<file path="src/rtl/serial_adder_pkg.sv">
// serial_adder_pkg: shared state encoding and default operand width
package serial_adder_pkg;
    localparam int WIDTH_DEFAULT = 8;
    typedef enum logic [1:0] {IDLE, BUSY, DONE} state_t;
endpackage

</file>
<file path="src/rtl/serial_adder_fa_cell.sv">
// fa_cell: combinational 1-bit full adder, the only arithmetic of the serial adder
module fa_cell (
    input  logic x,
    input  logic y,
    input  logic ci,
    output logic s,
    output logic co
);
    assign s  = x ^ y ^ ci;
    assign co = (x & y) | (ci & (x ^ y));
endmodule

</file>
<file path="src/rtl/serial_adder.sv">
// serial_adder: bit-serial {c_out, s_out} = a + b + c, LSB first, valid/ready on both sides
module serial_adder
    import serial_adder_pkg::*;
#(
    parameter int WIDTH = WIDTH_DEFAULT
) (
    input  logic             clk,
    input  logic             rst_n,
    input  logic             in_valid,
    output logic             in_ready,
    input  logic [WIDTH-1:0] a,
    input  logic [WIDTH-1:0] b,
    input  logic             c,
    output logic             out_valid,
    input  logic             out_ready,
    output logic [WIDTH-1:0] s_out,
    output logic             c_out
);
    localparam int CW = $clog2(WIDTH + 1);

    state_t           state;
    logic [CW-1:0]    cnt;
    logic [WIDTH-1:0] a_q;
    logic [WIDTH-1:0] b_q;
    logic [WIDTH-1:0] sel;
    logic             carry;
    logic             sum_bit;
    logic             carry_nxt;

    // one-hot select of the bit currently being processed
    assign sel       = WIDTH'(1) << cnt;
    assign in_ready  = (state == IDLE);
    assign out_valid = (state == DONE);

    fa_cell u_fa (
        .x  (|(a_q & sel)),
        .y  (|(b_q & sel)),
        .ci (carry),
        .s  (sum_bit),
        .co (carry_nxt)
    );

    // capture operands, walk one bit per cycle, hold the result until it is taken
    always_ff @(posedge clk or negedge rst_n) begin
        if (!rst_n) begin
            state <= IDLE;
            cnt   <= '0;
            carry <= 1'b0;
            a_q   <= '0;
            b_q   <= '0;
            s_out <= '0;
            c_out <= 1'b0;
        end else begin
            case (state)
                IDLE: if (in_valid) begin
                    a_q   <= a;
                    b_q   <= b;
                    carry <= c;
                    cnt   <= '0;
                    state <= BUSY;
                end
                BUSY: begin
                    s_out <= sum_bit ? (s_out | sel) : (s_out & ~sel);
                    carry <= carry_nxt;
                    cnt   <= cnt + CW'(1);
                    if (cnt == CW'(WIDTH - 1)) begin
                        c_out <= carry_nxt;
                        state <= DONE;
                    end
                end
                DONE: if (out_ready) state <= IDLE;
                default: state <= IDLE;
            endcase
        end
    end
endmodule

</file>
<file path="config.mk">
export PLATFORM = sky130hd
export DESIGN_NAME = serial_adder
export DESIGN_NICKNAME = d
export VERILOG_FILES = /design/src/rtl/serial_adder_pkg.sv /design/src/rtl/serial_adder_fa_cell.sv /design/src/rtl/serial_adder.sv
export SDC_FILE = /design/constraint.sdc
export NUM_CORES = 1
export LEC_CHECK = 0
export CAP_MARGIN = 10
export CORE_MARGIN = 1
export CORE_UTILIZATION = 50
export DETAILED_ROUTE_END_ITERATION = 8
export GPL_TIMING_DRIVEN = 0
export PLACE_DENSITY = 0.78
export SLEW_MARGIN = 25
export SYNTH_ARGS = -nofsm -noshare
export SYNTH_HDL_FRONTEND = slang
export SYNTH_SLANG_ARGS = --single-unit
</file>
<file path="constraint.sdc">
create_clock -name clk -period 2.55 [get_ports clk]
set_input_delay 0.51 -clock clk [delete_from_list [all_inputs] [get_ports clk]]
set_output_delay 0.51 -clock clk [all_outputs]
set_load 0.01 [all_outputs]
</file>
Word level (Yosys, flattened, before mapping)
Cells that the tools add are included.
{"block": "classes", "add_sub_neg": 1, "multipliers": 0, "div": 0, "n_lt_le_gt_ge": 0, "eq_ne": 6, "shifts": 1, "muxes": 9, "n_bitwise": 10, "n_reduce_logical": 8}
{"op": "$and A8 B8 Y8", "count": 3}
{"op": "$reduce_or A8 Y1", "count": 2}
{"op": "$mux W8", "count": 1}
{"op": "$not A8 Y8", "count": 1}
{"op": "$or A8 B8 Y8", "count": 1}
{"op": "$pmux W4 S2", "count": 1}
{"op": "$shl A1 B4 Y8 const A", "count": 1}
{"op": "$mux W2", "count": 3}
{"op": "$pmux W2 S3", "count": 1}
{"op": "$reduce_and A2 Y1", "count": 3}
{"op": "$add A4 B1 Y4 const B", "count": 1}
{"op": "$eq A4 B3 Y1 const B", "count": 1}
{"op": "$mux W4", "count": 1}
{"op": "$ne A2 B2 Y1 const B", "count": 2}
{"op": "$reduce_and A3 Y1", "count": 1}
{"op": "$and A1 B1 Y1", "count": 2}
{"op": "$eq A2 B1 Y1 const B", "count": 1}
{"op": "$eq A2 B2 Y1 const B", "count": 1}
{"op": "$logic_not A2 Y1", "count": 1}
{"op": "$ne A2 B1 Y1 const B", "count": 1}
{"op": "$pmux W1 S2", "count": 1}
{"op": "$reduce_bool A2 Y1", "count": 1}
{"op": "$xor A1 B1 Y1", "count": 2}
{"op": "$mux W1", "count": 1}
{"op": "$or A1 B1 Y1", "count": 1}
{"block": "totals", "reg_bits": 32, "latchBits": 0, "ram_bits": 0, "romBits": 0, "inputBits": 21, "out_inout_bits": 11, "wordCells": 42, "memories": 0}

Logic depth before layout (Yosys ltp)
{"block": "logic_depth", "word_depth": 7, "mapped_depth": 9, "ltp_nobuf": 7}

By module
Synthesis repeated with hierarchy kept, for this count alone.
{"block": "unflattened", "cells_unflattened": 150, "area_unflattened_um2": 1532.7}
{"module": "serial_adder", "n_inst": 1, "cells_each": 149, "area_per_inst_um2": 1512.7, "seq_area_each_um2": 800.8}
{"module": "fa_cell", "n_inst": 1, "cells_each": 1, "area_per_inst_um2": 20.0, "seq_area_each_um2": 0.0}

Least setup slack after synthesis
OpenSTA, ideal clock, no wires.
{"block": "synth_path", "kind": "reg2reg", "from": "register cnt[2]", "to": "register (tool-made name)", "arrival_ps": 2067, "required_time_ps": 2471, "setup_slack_ps": 404, "path_stages_with_launch": 10, "n_path_buf": 2, "period_less_slack_ps": 2146, "path_cell_list": "dfrtp_1 -> clkbuf_1 -> inv_1 -> ha_1 -> a22oi_1 -> o211ai_1 -> o21bai_1 -> fa_1 -> buf_1 -> mux2i_1"}
{"element": "start: declaration", "line_no": "serial_adder.sv:22", "text": "logic [CW-1:0] cnt;"}
{"element": "start signal: assignment", "line_no": "serial_adder.sv:65", "text": "cnt <= cnt + CW'(1);"}

==> run_results.csv <==
group,metric,value,unit
power_and_ir_drop,seqPwrFrac,0.380,
worst_setup_path,r2r_setup_slack,0.16,ns
timing,skew,0.00831,ns
run,drv_cap,0,
synthesis,ys_seq_area_frac,0.508,
layout,final_cell_mix,"nand2_1 (58), dfrtp_1 (32), clkdlybuf4s50_1 (30), inv_1 (14), mux2i_1 (10)",
synthesis,synth_ff_type,"dfrtp_1",
clocking,post_cts_buffers,0,
place,dp.cells,235,
die,ios,32,
power_and_ir_drop,power.internal,1460,uW
routing,firstDrtPassIters,4,
place,place.gp.congestion,0.744,
global_route,grt_pass1_vias,1216,
synthesis,synth_cell_type_count,31,
place,post-place-ws,-0.0139,ns
timing,setup_viol,0,
worst_setup_path,cp.arrival,2.65,ns
die,dieArea,3380,sq um
layout,seq_area,801,sq um
synthesis,netlist_area,1580,sq um
power_and_ir_drop,p_clk_frac,0.126,
synthesis,synth_top_area_cell,"dfrtp_1",
timing,drv_slew,0,
synthesis,synth_area_leaders,"dfrtp_1 (51%), nand2_1 (14%), mux2i_1 (6.4%)",
clocking,cts_tree,"built",
layout,antenna_cells,0,
clocking,clk_latency,0.33,ns
timing,post-route-min-period,2.39,ns
clocking,cts_max_level,2,
routing,initialDrtViolationCount,47,
synthesis,ys_async_sr_fraction,1.00,
layout,multi_input_area,687,sq um
place,dp_hpwl,2200,um
timing,worst_slack,0.163,ns
clocking,cts_num_sinks,32,
power_and_ir_drop,net-switching-power,980,uW
worst_setup_path,critPathRequiredTime,2.81,ns
worst_setup_path,cp-end-kind,"flip-flop",
worst_setup_path,crit_type,"reg -> reg",
timing,finalCritPeriodShare,0.936,
power_and_ir_drop,ir_drop,0.882,mV
synthesis,synthCells,160,
global_route,grt_max_degree,33,
timing,hold_violations,0,
clocking,clk_root_buffer_cell,"clkbuf_4",
power_and_ir_drop,p_leak,0.00101,uW
layout,area_growth,26.8,%
routing,via_per_inst,5.06,
synthesis,synth-edff-count,0,
power_and_ir_drop,power_density,1220,nW/um^2
die,fp.dieH,58.1,um
global_route,grt_overflow,0,
power_and_ir_drop,p_comb_frac,0.494,
die,chipWidth,58.1,um
timing,rsz0062_at_grt,"false",
place,port_buffers,31,
power_and_ir_drop,sw_frac_of_total,0.402,
timing,max_freq,419,MHz
worst_setup_path,worstSetupStartpointType,"flip-flop",
synthesis,synth_top_area_share,0.508,
layout,instances_no_fill,242,
routing,wirelength,3160,um
timing,slew_headroom,0.539,
outcome,status,"complete, no violations",
synthesis,syn_area_per_cell,9.85,sq um
layout,fin_nets,225,
die,core,3030,sq um
layout,final_common_cell,"nand2_1",
clocking,cts_buffer_depth,2,
layout,fillers,265,
routing,wl_per_cell,13.1,um
routing,final_antenna_net_count,0,
routing,vias,1224,
clocking,clk_pin_slew,0.10,ns
clocking,cts_buffers,5,
global_route,antenna_found_initial,0,
timing,tightest_slew,0.691,ns
layout,layout-drive-gt1-share,0.106,
global_route,grt_usage,0.222,
synthesis,yosys_register_bits,32,
die,start_util,0.520,
hold_path,hold_path_class,"in -> async",
global_route,grt_pass1_wl,5500,um
clocking,cts_hold_buf,0,
routing,drc,0,
synthesis,yosysWarnings,0,
die,rows,20,
worst_setup_path,worstPathMaxFanout,10,
timing,fin_setup_tns,0,ns
synthesis,syn_nets,188,
cell families after synthesis:
logic type,Yosys count,share of synthesized area
AOI/OAI and AO/OA,16,0.0755
adders and majority gates,7,0.0604
buffers and inverters,19,0.0572
DFF,32,0.508
muxes,11,0.0707
and+or+nand+nor,75,0.228
synthesized netlist by cell type (all sizes together), types with 2 or more instances:
cell type / count
a222oi: 2
a22oi: 3
buf: 4
dfrtp: 32
ha: 6
inv: 14
mux2i: 10
nand2: 58
nand2b: 2
nand3: 7
nor3b: 2
o211ai: 2
o21ai: 4
final timing paths:
| check | cells after the start | startpoint | to |
|---|---|---|---|
| max in group asynchronous | 1 | rst_n | c_out |
| min reg2reg | 2 | b_q[2] | b_q[2] |
| max reg2reg | 8 | cnt[2] | flip-flop |
| min in group clk | 2 | b_q[2] | b_q[2] |
| min | 1 | rst_n | a_q[3] |
| max | 8 | cnt[2] | flip-flop |
area by class of cell:
class	count	area share
flip-flops and latches	32	0.401
multi-input cells	109	0.344
repair buffers	31	0.153
well taps	44	0.0276
inverters	14	0.0263
clock buffers	6	0.0257
plain buffers	4	0.0175
clock inverters	2	0.00501
layer usage:
metal  share of wire  track usage  routed length (um)  vias to the layer above
met5               0            0                   0                        -
met4           0.020        0.112                  63                        0
met3           0.050       0.0424                 159                        7
met2            0.48        0.360                1520                       37
met1            0.45        0.286                1420                      579
li1                -            -                   -                      601
power by group through the flow:
stage	registers (uW)	logic [uW]	clock network [uW]
finish	927	1200	308
global route	955	1340	336
CTS	928	1190	311
detailed placement	939	1160	0
global placement	923	1140	0
floorplan	926	768	0
worst max-delay path, stage by stage (launching register included):
cell      delay, ns
dfrtp_1        0.46
buf_2          0.26
inv_1          0.08
ha_1           0.24
a22oi_1        0.18
o211ai_1       0.14
o21bai_1       0.23
fa_2           0.56
mux2i_1        0.17
metrics by stage:
stage               utilization  total power, uW  hold WS (ns)  instance area [sq um]
floorplan                     -             1690         0.214                   1580
global placement          0.641             2060         0.458                   1940
detailed placement        0.639             2100         0.466                   1940
CTS                       0.660             2430         0.221                   2000
global route              0.660             2630         0.249                   2000
finish                    0.660             2440         0.203                   2000
what timing repair did:
| item | in CTS | in global routing |
|---|---|---|
| gates resized for setup | 1 | 2 |
| endpoints found under the setup margin | 8 | 8 |
| pin swaps | 0 | 0 |
| cloned | 0 | 0 |
(Power assumes the default switching activity.)
